`config.mk`:
```
export PLATFORM = sky130hd
export DESIGN_NAME = board_reset_sequencer
export DESIGN_NICKNAME = d
export VERILOG_FILES = /design/src/rtl/board_reset_sequencer.sv
export SDC_FILE = /design/constraint.sdc
export NUM_CORES = 1
export LEC_CHECK = 0
export ABC_AREA = 1
export CAP_MARGIN = 20
export CORE_MARGIN = 5
export CORE_UTILIZATION = 40
export CTS_CLUSTER_DIAMETER = 100
export CTS_CLUSTER_SIZE = 14
export DETAILED_ROUTE_END_ITERATION = 16
export REMOVE_ABC_BUFFERS = 1
export SLEW_MARGIN = 0
export SYNTH_ARGS = -nofsm -noshare
export SYNTH_HDL_FRONTEND = slang
export SYNTH_SLANG_ARGS = --single-unit
```
`constraint.sdc`:
```
create_clock -name i_clk -period 2.1 [get_ports i_clk]
set_clock_uncertainty 0.2 [all_clocks]
set_input_delay 0.315 -clock i_clk [delete_from_list [all_inputs] [get_ports i_clk]]
set_output_delay 0.315 -clock i_clk [all_outputs]
set_load 0.005 [all_outputs]
```
`src/rtl/board_reset_sequencer.sv`:
```
// board_reset_sequencer: debounced, lock-qualified, staggered release of active-low board resets
// i_clk             sequencer clock
// i_rst_n           synchronous active-low module reset
// i_pb              raw push-button (asynchronous)
// i_pll_locked      clock-manager lock (asynchronous)
// o_rst_n           per-channel active-low resets, released 0..NUM_CHANNELS-1
// o_all_released    high in RUN
// o_state           current state (HOLD=0 WAIT_LOCK=1 STABLE=2 RELEASE=3 RUN=4)
// o_lock_loss_count saturating count of lock losses during RELEASE/RUN
module board_reset_sequencer #(
  parameter int NUM_CHANNELS = 3,
  parameter int DEBOUNCE_CYCLES = 16,
  parameter int LOCK_STABLE_CYCLES = 64,
  parameter int STAGGER_CYCLES = 8,
  parameter bit PB_ACTIVE_LOW = 1'b1
) (
  input  logic                    i_clk,
  input  logic                    i_rst_n,
  input  logic                    i_pb,
  input  logic                    i_pll_locked,
  output logic [NUM_CHANNELS-1:0] o_rst_n,
  output logic                    o_all_released,
  output logic [2:0]              o_state,
  output logic [7:0]              o_lock_loss_count
);
  typedef enum logic [2:0] {
    HOLD      = 3'd0,
    WAIT_LOCK = 3'd1,
    STABLE    = 3'd2,
    RELEASE   = 3'd3,
    RUN       = 3'd4
  } state_t;
  localparam int DW = $clog2(DEBOUNCE_CYCLES + 1);
  localparam int LW = $clog2(LOCK_STABLE_CYCLES + 1);
  localparam int SW = $clog2(STAGGER_CYCLES + 1);
  localparam logic PB_PRESSED_RAW = ~PB_ACTIVE_LOW;
  state_t state, state_next;
  logic pb_meta, pb_sync, lock_meta, lock_sync;
  logic pb_pressed_sync, db_pressed, lock_loss;
  logic [DW-1:0] db_cnt;
  logic [LW-1:0] stable_cnt, stable_next;
  logic [SW-1:0] stag_cnt, stag_next;
  logic [NUM_CHANNELS-1:0] rst_next, rst_shifted;
  logic [7:0] count_next;
  assign pb_pressed_sync = pb_sync ^ PB_ACTIVE_LOW;
  assign lock_loss = (state == RELEASE || state == RUN) && !lock_sync;
  // next channel released: thermometer grows from bit 0 upward
  assign rst_shifted = (o_rst_n << 1) | NUM_CHANNELS'(1);
  assign o_state = state;
  always_ff @(posedge i_clk) begin
    if (!i_rst_n) begin
      pb_meta <= PB_PRESSED_RAW;
      pb_sync <= PB_PRESSED_RAW;
      lock_meta <= 1'b0;
      lock_sync <= 1'b0;
      db_pressed <= 1'b1;
      db_cnt <= '0;
    end else begin
      pb_meta <= i_pb;
      pb_sync <= pb_meta;
      lock_meta <= i_pll_locked;
      lock_sync <= lock_meta;
      if (pb_pressed_sync == db_pressed) db_cnt <= '0;
      else if (db_cnt == DW'(DEBOUNCE_CYCLES - 1)) begin
        db_pressed <= pb_pressed_sync;
        db_cnt <= '0;
      end else db_cnt <= db_cnt + 1'b1;
    end
  end
  always_comb begin
    state_next = state;
    stable_next = stable_cnt;
    stag_next = stag_cnt;
    rst_next = o_rst_n;
    count_next = (lock_loss && o_lock_loss_count != 8'hff) ? o_lock_loss_count + 8'd1 : o_lock_loss_count;
    if (state != HOLD && db_pressed) begin
      state_next = HOLD;
      rst_next = '0;
    end else if (lock_loss) begin
      state_next = WAIT_LOCK;
      rst_next = '0;
    end else begin
      case (state)
        HOLD: state_next = db_pressed ? HOLD : WAIT_LOCK;
        WAIT_LOCK: begin
          state_next = lock_sync ? STABLE : WAIT_LOCK;
          stable_next = '0;
        end
        STABLE: begin
          if (!lock_sync) state_next = WAIT_LOCK;
          else if (stable_cnt == LW'(LOCK_STABLE_CYCLES - 1)) begin
            state_next = RELEASE;
            stag_next = '0;
          end else stable_next = stable_cnt + 1'b1;
        end
        RELEASE: begin
          // a channel is released whenever the stagger counter wraps through zero
          stag_next = (stag_cnt == SW'(STAGGER_CYCLES - 1)) ? '0 : stag_cnt + 1'b1;
          if (stag_cnt == '0) begin
            rst_next = rst_shifted;
            state_next = (&rst_shifted) ? RUN : RELEASE;
          end
        end
        RUN: rst_next = '1;
        default: begin
          state_next = HOLD;
          rst_next = '0;
        end
      endcase
    end
  end
  always_ff @(posedge i_clk) begin
    if (!i_rst_n) begin
      state <= HOLD;
      stable_cnt <= '0;
      stag_cnt <= '0;
      o_rst_n <= '0;
      o_all_released <= 1'b0;
      o_lock_loss_count <= '0;
    end else begin
      state <= state_next;
      stable_cnt <= stable_next;
      stag_cnt <= stag_next;
      o_rst_n <= rst_next;
      o_all_released <= state_next == RUN;
      o_lock_loss_count <= count_next;
    end
  end
endmodule

```
Yosys cells after proc, flatten, opt, wreduce, memory -nomap -nowiden
Index checks and enable logic that the tools add are counted.

Register bits: 36. Output and inout port bits: 15.

Mux-type cells: 18. Reductions and logical operators: 18. Add/sub/neg operators: 4. Bitwise logic cells: 6. Equal/unequal tests: 14.

Operator list (number): $mux W3 (7); $pmux W3 S5 (1); $mux W7 (2); $pmux W7 S2 (1); $mux W4 (3); $reduce_and A5 Y1 (2); $pmux W3 S3 (1); $reduce_or A3 Y1 (3); $add A8 B1 Y8 const B (1); $ne A8 B8 Y1 const B (1); $pmux W4 S2 (1); $add A7 B1 Y7 const B (1); $eq A7 B6 Y1 const B (1); $eq A3 B2 Y1 const B (2); $eq A3 B3 Y1 const B (2); $ne A2 B2 Y1 const B (3); $not A1 Y1 (6); $reduce_and A2 Y1 (3); $add A5 B1 Y5 const B (1); $eq A5 B4 Y1 const B (1); $add A4 B1 Y4 const B (1); $eq A4 B3 Y1 const B (1); $logic_not A4 Y1 (1); $reduce_bool A2 Y1 (2); 10 further kinds (12).

Depth between registers and ports, before layout
Gate-level depths: netlist (run 1).

Word-level depth: 7. Gate-level depth with buffers: 9. Mapped depth without buffers: 9.

Least setup slack after synthesis (run 1)
Ideal clock, no wire load.

Kind: register to register. From: register o_lock_loss_count[0]. To: register o_lock_loss_count[2]. Data arrival time: 1.229 ns. Required time: 1.785 ns. Slack: 0.556 ns. Setup time: 0.115 ns. Stages on the path, launching flop included: 8. Period minus slack after synthesis: 1.544 ns. Cells stage by stage: dfxtp_1 > ha_1 > nand3_1 > nor2_1 > a21oi_2 > buf_6 > a21oi_1 > nor2_1.

Cells in the longest elaborated chain, start to end: 2. Elaborated cells between the ends (all ways): 3.

RTL lines: start, declared (RTL line 24) `output logic [7:0] o_lock_loss_count`; start signal, assigned (RTL line 126) `o_lock_loss_count <= count_next;`; parallel branches: the longest is 2 deep, another holds $add A8 B1 Y8.

Parallel ways; which one is timed is not known. A chain may end at the register's enable or synchronous reset.

Worst setup path after layout (run 1)
From: register state[1] (netlist: o_state[1]). To: output port o_state[1].

RTL lines: start, declared (RTL line 37) `state_t state, state_next;`; start signal, assigned (RTL line 121) `state <= state_next;`; end, declared (RTL line 23) `output logic [2:0] o_state,`.

No word-level cell between the ends.

==> results.cfg, run 1 <==
[run_status]
status = completed

[sta]
clock.fmax_mhz = 539.6
worstMarginPinSlew_ns = 0.3859
finalWorstSetupSlack_ns = 0.2469
setup_viol_count_final = 0
drv_slew = 0
rsz0062_at_grt = false
relSlewSlack_pct = 74.00
fin_crit_sh_pct = 88.24
hold_viol = 0
setup_tns_ns = 0
fin_crit_ns = 1.853

[clocking]
cts_tree = built
postCtsSetupBuffers = 0
clockBufferDepth = 2
clock_latency_ns = 0.28
cts_max_level = 2
cts_hold_buffers = 0
cts_inserted_buffers = 5
root_buffer = clkbuf_8
path_clk_slew_ns = 0.07
cts.sinks = 36
cts_resized = 0

[power]
peakVddDrop_mv = 0.4007
p_int_mw = 1.048
clkPwrFrac_pct = 45.7
p_leak_nw = 0.8367
p_comb_share_pct = 2.0
powerDensity_nw_per_um2 = 613.7
switching_share_pct = 20.37
netSwitchingPower_uw = 268.1
seqPwrFrac_pct = 52.3

[worst_hold_path]
hold_end = lock_sync$_SDFF_PN0_
whs_path_depth = 2
hp-class = register to register
worstHoldStart = lock_meta$_SDFF_PN0_

[final_layout]
layout-drive-gt1-share_pct = 10.70
diodes = 0
mostFrequentLayoutCells = nand2_1 (56), dfxtp_1 (36), nor2_1 (28), a21oi_1 (27), inv_1 (25)
final_common_cell = nand2_1
multi_input_area_um2 = 935.9
nets = 280
fillers = 455
seqCellArea_um2 = 720.7
area_growth_pct = 20.20

[critical_path]
crit_chain = clkdlybuf4s50_1
r2r_start = o_lock_loss_count[0]$_SDFFE_PN0P_
cp_slowest_cell = clkdlybuf4s50_1
rr_endpoint = o_lock_loss_count[0]$_SDFFE_PN0P_
r2r_cells = 7
crit_arrival_ns = 1.34
cpPeakStageDelay_ns = 0.56
crit_family = buffers and inverters
cp-end-kind = output pin
crit_path_start_kind = register
regToRegSetupSlack_ns = 0.36
path_class = register to output pin
crit_buf_inv = 1
path_max_fanout = 7
cp.required_ns = 1.58

[logic_synthesis]
ys_top_cells_by_area = dfxtp_1 (40%), nand2_1 (12%), a21oi_1 (7.6%)
synth-seq-area-share_pct = 40.39
yosys_warnings = 0
synthDistinctLibCells = 28
avgSynthCellArea_um2 = 7.282
yosysTopAreaCell = dfxtp_1
synth_top_area_share_pct = 40.39
synth_cells = 245
syn-cell-area_um2 = 1784
ys_ff_latch = 36

[detailed_routing]
vias_per_cell = 4.895
routed_wl_um = 3524
top_layer_used = met4
antenna_left = 0
drc = 0
first_iter_violations = 79
met3_length_um = 186
drt-met1-wl_um = 1840
dr_wl_met2_um = 1459
vias = 1581
wl_per_cell_um = 10.91
first_pass_iters = 4

[placement]
gp_congestion = 0.7965
dp_hpwl_um = 2564
portBuffers = 18
dp_slack_ns = 0.3376

[global_route]
antenna_found_initial = 0
grt_overflow = 0
groute.usage.overall_pct = 12.27
grt_pass1_wl_um = 6154
grt_pass1_vias = 1414
grt_max_degree = 17

[floorplanning]
dieArea_um2 = 5896
die_x_um = 76.79
initial_core_util_pct = 40.98
rows = 24
core_area_um2 = 4354
die_h_um = 76.79
io_pins = 19

[flow_run]
max-cap-violations = 0
[per-layer routing]
layer | GRT usage [%] | vias up
met3 | 3.981 | 5
li1 | - | 852
met2 | 19.27 | 36
met1 | 15.95 | 688
met5 | 0 | -
met4 | 3.671 | 0
[power by group through the flow]
| stage | Sequential, mW | Combinational, mW | Clock, mW |
|---|---|---|---|
| 2_1_floorplan | 0.704 | 0.0116 | 0 |
| 3_3_place_gp | 0.704 | 0.0269 | 0 |
| 3_5_place_dp | 0.704 | 0.0270 | 0 |
| 4_1_cts | 0.688 | 0.0271 | 0.633 |
| 5_1_grt | 0.688 | 0.0295 | 0.658 |
| 6_report | 0.688 | 0.0267 | 0.601 |
[kinds of logic after synthesis]
kind of cell             synth area share, %
adder cells (fa/ha/maj)                4.207
AND/OR/NAND/NOR                        30.64
buffers and inverters                  7.153
flip-flops                             40.39
XOR/XNOR                               2.945
AO/OA/AOI/OAI                          14.66
[flip-flops by register name, indices dropped and copies added, names as in the netlist]
register / flops
stable_cnt: 7
pb_sync: 1
lock_sync: 1
o_rst_n: 3
lock_meta: 1
o_lock_loss_count: 8
db_pressed: 1
db_cnt: 5
o_all_released: 1
o_state: 3
stag_cnt: 4
pb_meta: 1
[stage by stage]
step,utilization [%],std cells,power (mW),instance area (um^2),hold WS [ns]
after global placement,46.70,315,0.7310,2033,0.1967
after global routing,49.25,323,1.376,2145,0.2451
after CTS,49.25,323,1.348,2145,0.2225
after detailed placement,46.70,315,0.7312,2033,0.2042
after floorplan,-,242,0.7153,1765,0.1900
final,49.25,323,1.316,2145,0.2176
[worst register-to-register path, delay by kind of cell, from the launching register on]
kind	cells	cell delay [ns]
flops	1	0.43
fa+ha+maj	1	0.24
compound gates	3	0.31
simple gates	2	0.28
buf+inv	1	0.18
[worst max-delay path by stage]
| stage | startpoint | endpoint | slack (ns) | depth (start not counted) |
|---|---|---|---|---|
| 2_1_floorplan | o_state[1]$_SDFF_PN0_ | o_lock_loss_count[4]$_SDFFE_PN0P_ | 0.45 | 7 |
| 3_3_place_gp | i_rst_n | db_cnt[3]$_SDFF_PP0_ | 0.37 | 6 |
| 3_5_place_dp | i_rst_n | db_cnt[3]$_SDFF_PP0_ | 0.34 | 6 |
| 4_1_cts | o_state[1]$_SDFF_PN0_ | o_state[1] | 0.22 | 1 |
| 5_1_grt | o_lock_loss_count[0]$_SDFFE_PN0P_ | o_lock_loss_count[0]$_SDFFE_PN0P_ | 0.16 | 7 |
| 6_report | o_state[1]$_SDFF_PN0_ | o_state[1] | 0.25 | 1 |
[cell usage after synthesis]
library cell / number
nand2_1: 56
dfxtp_1: 36
nor2_1: 28
a21oi_1: 27
inv_1: 25
nand3_1: 13
o21ai_0: 9
ha_1: 6
nand2_2: 5
nand4_1: 4
xor2_1: 4
a21oi_2: 3
inv_2: 3
o211ai_1: 3
clkbuf_1: 2
nand3_2: 2
nand3_4: 2
nor2_2: 2
nor3_1: 2
nor3b_1: 2
o21ai_1: 2
o21bai_1: 2
xnor2_1: 2
and3_1: 1
buf_6: 1
clkinv_1: 1
nor2_4: 1
o31ai_1: 1
[layout make-up]
type	count	area share [%]
Timing Repair Buffer	21	9.452
Sequential cell	36	33.61
Tap cell	52	3.034
Inverter	29	5.076
Clock inverter	3	1.984
Clock buffer	5	3.209
Multi-Input combinational cell	177	43.64
(Power assumes the default switching activity.)
==> run 2, diff against run 1 <==
Settings changed: CAP_MARGIN 20 to unset.
Clock period 2.1 ns to 1.6 ns, I/O delays scaled along.
==> results.cfg, run 2 (synthesis gave the netlist of run 1 again) <==
[detailed_routing]
vias_per_cell = 4.766
vias = 1711
antenna_left = 0
drc = 0
first_pass_iters = 4
first_iter_violations = 64
wl_per_cell_um = 11.09
routed_wl_um = 3983

[floorplanning]
core_area_um2 = 4354
initial_core_util_pct = 40.98
die_h_um = 76.79
die_x_um = 76.79
rows = 24
io_pins = 19
dieArea_um2 = 5896

[clocking]
path_clk_slew_ns = 0.07
clockBufferDepth = 2
cts_max_level = 2
cts_inserted_buffers = 5
root_buffer = clkbuf_8
cts_tree = built
cts.sinks = 36
cts_hold_buffers = 0
clock_latency_ns = 0.29

[placement]
dp_hpwl_um = 2794
gp_congestion = 0.8066
portBuffers = 18
placed_area_um2 = 2213

[sta]
fin_crit_sh_pct = 102.7
hold_viol = 0
drv_slew = 0
relSlewSlack_pct = 83.30
fin_crit_ns = 1.642
rsz0062_at_grt = true
hold_ws_ns = 0.2127
clock.fmax_mhz = 608.8
finalWorstSetupSlack_ns = -0.04246
worstMarginPinSlew_ns = 0.2494
setup_viol_count_final = 3

[flow_run]
max-cap-violations = 0

[power]
peakVddDrop_mv = 0.6154
powerDensity_nw_per_um2 = 636.4
p_leak_nw = 1.146

[final_layout]
diodes = 0
final_area_um2 = 2507
mostFrequentLayoutCells = nand2_1 (56), buf_4 (35), a21oi_1 (26), nor2_1 (25), inv_1 (22)
largest_reg_flops = 8
reg.largest.list = o_lock_loss_count x8, stable_cnt x7, db_cnt x5
layout-drive-gt1-share_pct = 30.29
final_common_cell = nand2_1
top_register = o_lock_loss_count
nets = 316
area_growth_pct = 40.53

[critical_path]
path_max_fanout = 8
cp.required_ns = 1.63
crit_arrival_ns = 1.67
crit_path_start_kind = register
path_class = register to register
regToRegSetupSlack_ns = -0.04
cp-end-kind = register

[run_status]
status = finished with violations
violations = negative setup slack

[worst_hold_path]
hp-class = register to register

[global_route]
grt_pass1_wl_um = 6913
grt_overflow = 0
grt_pass1_vias = 1616
groute.usage.overall_pct = 14.16
grt_max_degree = 17
antenna_found_initial = 0
[run 2: cell types whose count changed in the layout (fill, tap and decap cells not counted), sizes merged]
cell | previous run | this run
bufinv | 1 | 0
clkdlybuf4s50 | 18 | 7
clkinvlp | 1 | 0
clkbuf | 5 | 6
clkinv | 2 | 3
buf | 3 | 39
dlymetal6s2s | 0 | 3
dlygate4sd2 | 0 | 8
[run 2: critical path, stage by stage (launching register included)]
cell	delay (ns)
dfxtp_4	0.37
buf_6	0.13
buf_6	0.11
nand4_1	0.15
nand3_4	0.16
nor2_4	0.23
nand2_1	0.09
a21oi_2	0.14
[run 2: metrics by stage]
step,std cells,worst slack [ns],power (mW),utilization [%],setup TNS (ns)
global route,359,-0.1303,1.667,57.59,-1.595
CTS,354,-0.02621,1.628,55.14,-0.03862
global placement,339,-0.04412,0.9603,50.83,-0.1027
finish,359,-0.04246,1.596,57.59,-0.08028
detailed placement,339,-0.04047,0.9608,50.83,-0.1006
floorplan,242,-0.05424,0.9389,-,-0.2540
[run 2: timing repair]
item | CTS | global route
pin swaps | 0 | 13
cloned | 0 | 0
hold endpoints to repair | 0 | 0
setup buffers | 7 | 5
setup endpoints to repair | 27 | 33
gates resized for setup | 33 | 22
[run 2: path summary, 6_finish.rpt]
path                                     end  cells after the start                  start
setup reg to reg  stable_cnt[0]$_SDFFE_PN0P_                      7  o_state[1]$_SDFF_PN0_
hold / removal            pb_sync$_SDFF_PN0_                      2     pb_meta$_SDFF_PN0_
hold reg to reg           pb_sync$_SDFF_PN0_                      2     pb_meta$_SDFF_PN0_
setup / recovery  stable_cnt[0]$_SDFFE_PN0P_                      7  o_state[1]$_SDFF_PN0_
[run 2: area by class of cell]
type	instances	area [um^2]
clock inverters	2	10.01
repair buffers	57	485.5
fillers	412	1847
flip-flops and latches	36	754.5
multi-input cells	177	1001
clock buffers	6	82.58
inverters	29	108.9
well taps	52	65.06
[run 2: metal layers]
metal  vias up  GRT usage [%]  share of wire, %
li1        921              -                 -
met1       751          18.16                48
met2        33          21.56                46
met3         6          4.098               4.4
met4         0          6.993               2.0
met5         -              0                 0
[run 2: power by group]
part | internal (mW) | switching [mW] | leakage, nW
registers | 0.891 | 0.00303 | 0.300
clock network | 0.343 | 0.320 | 0.0510
logic | 0.0164 | 0.0226 | 0.795
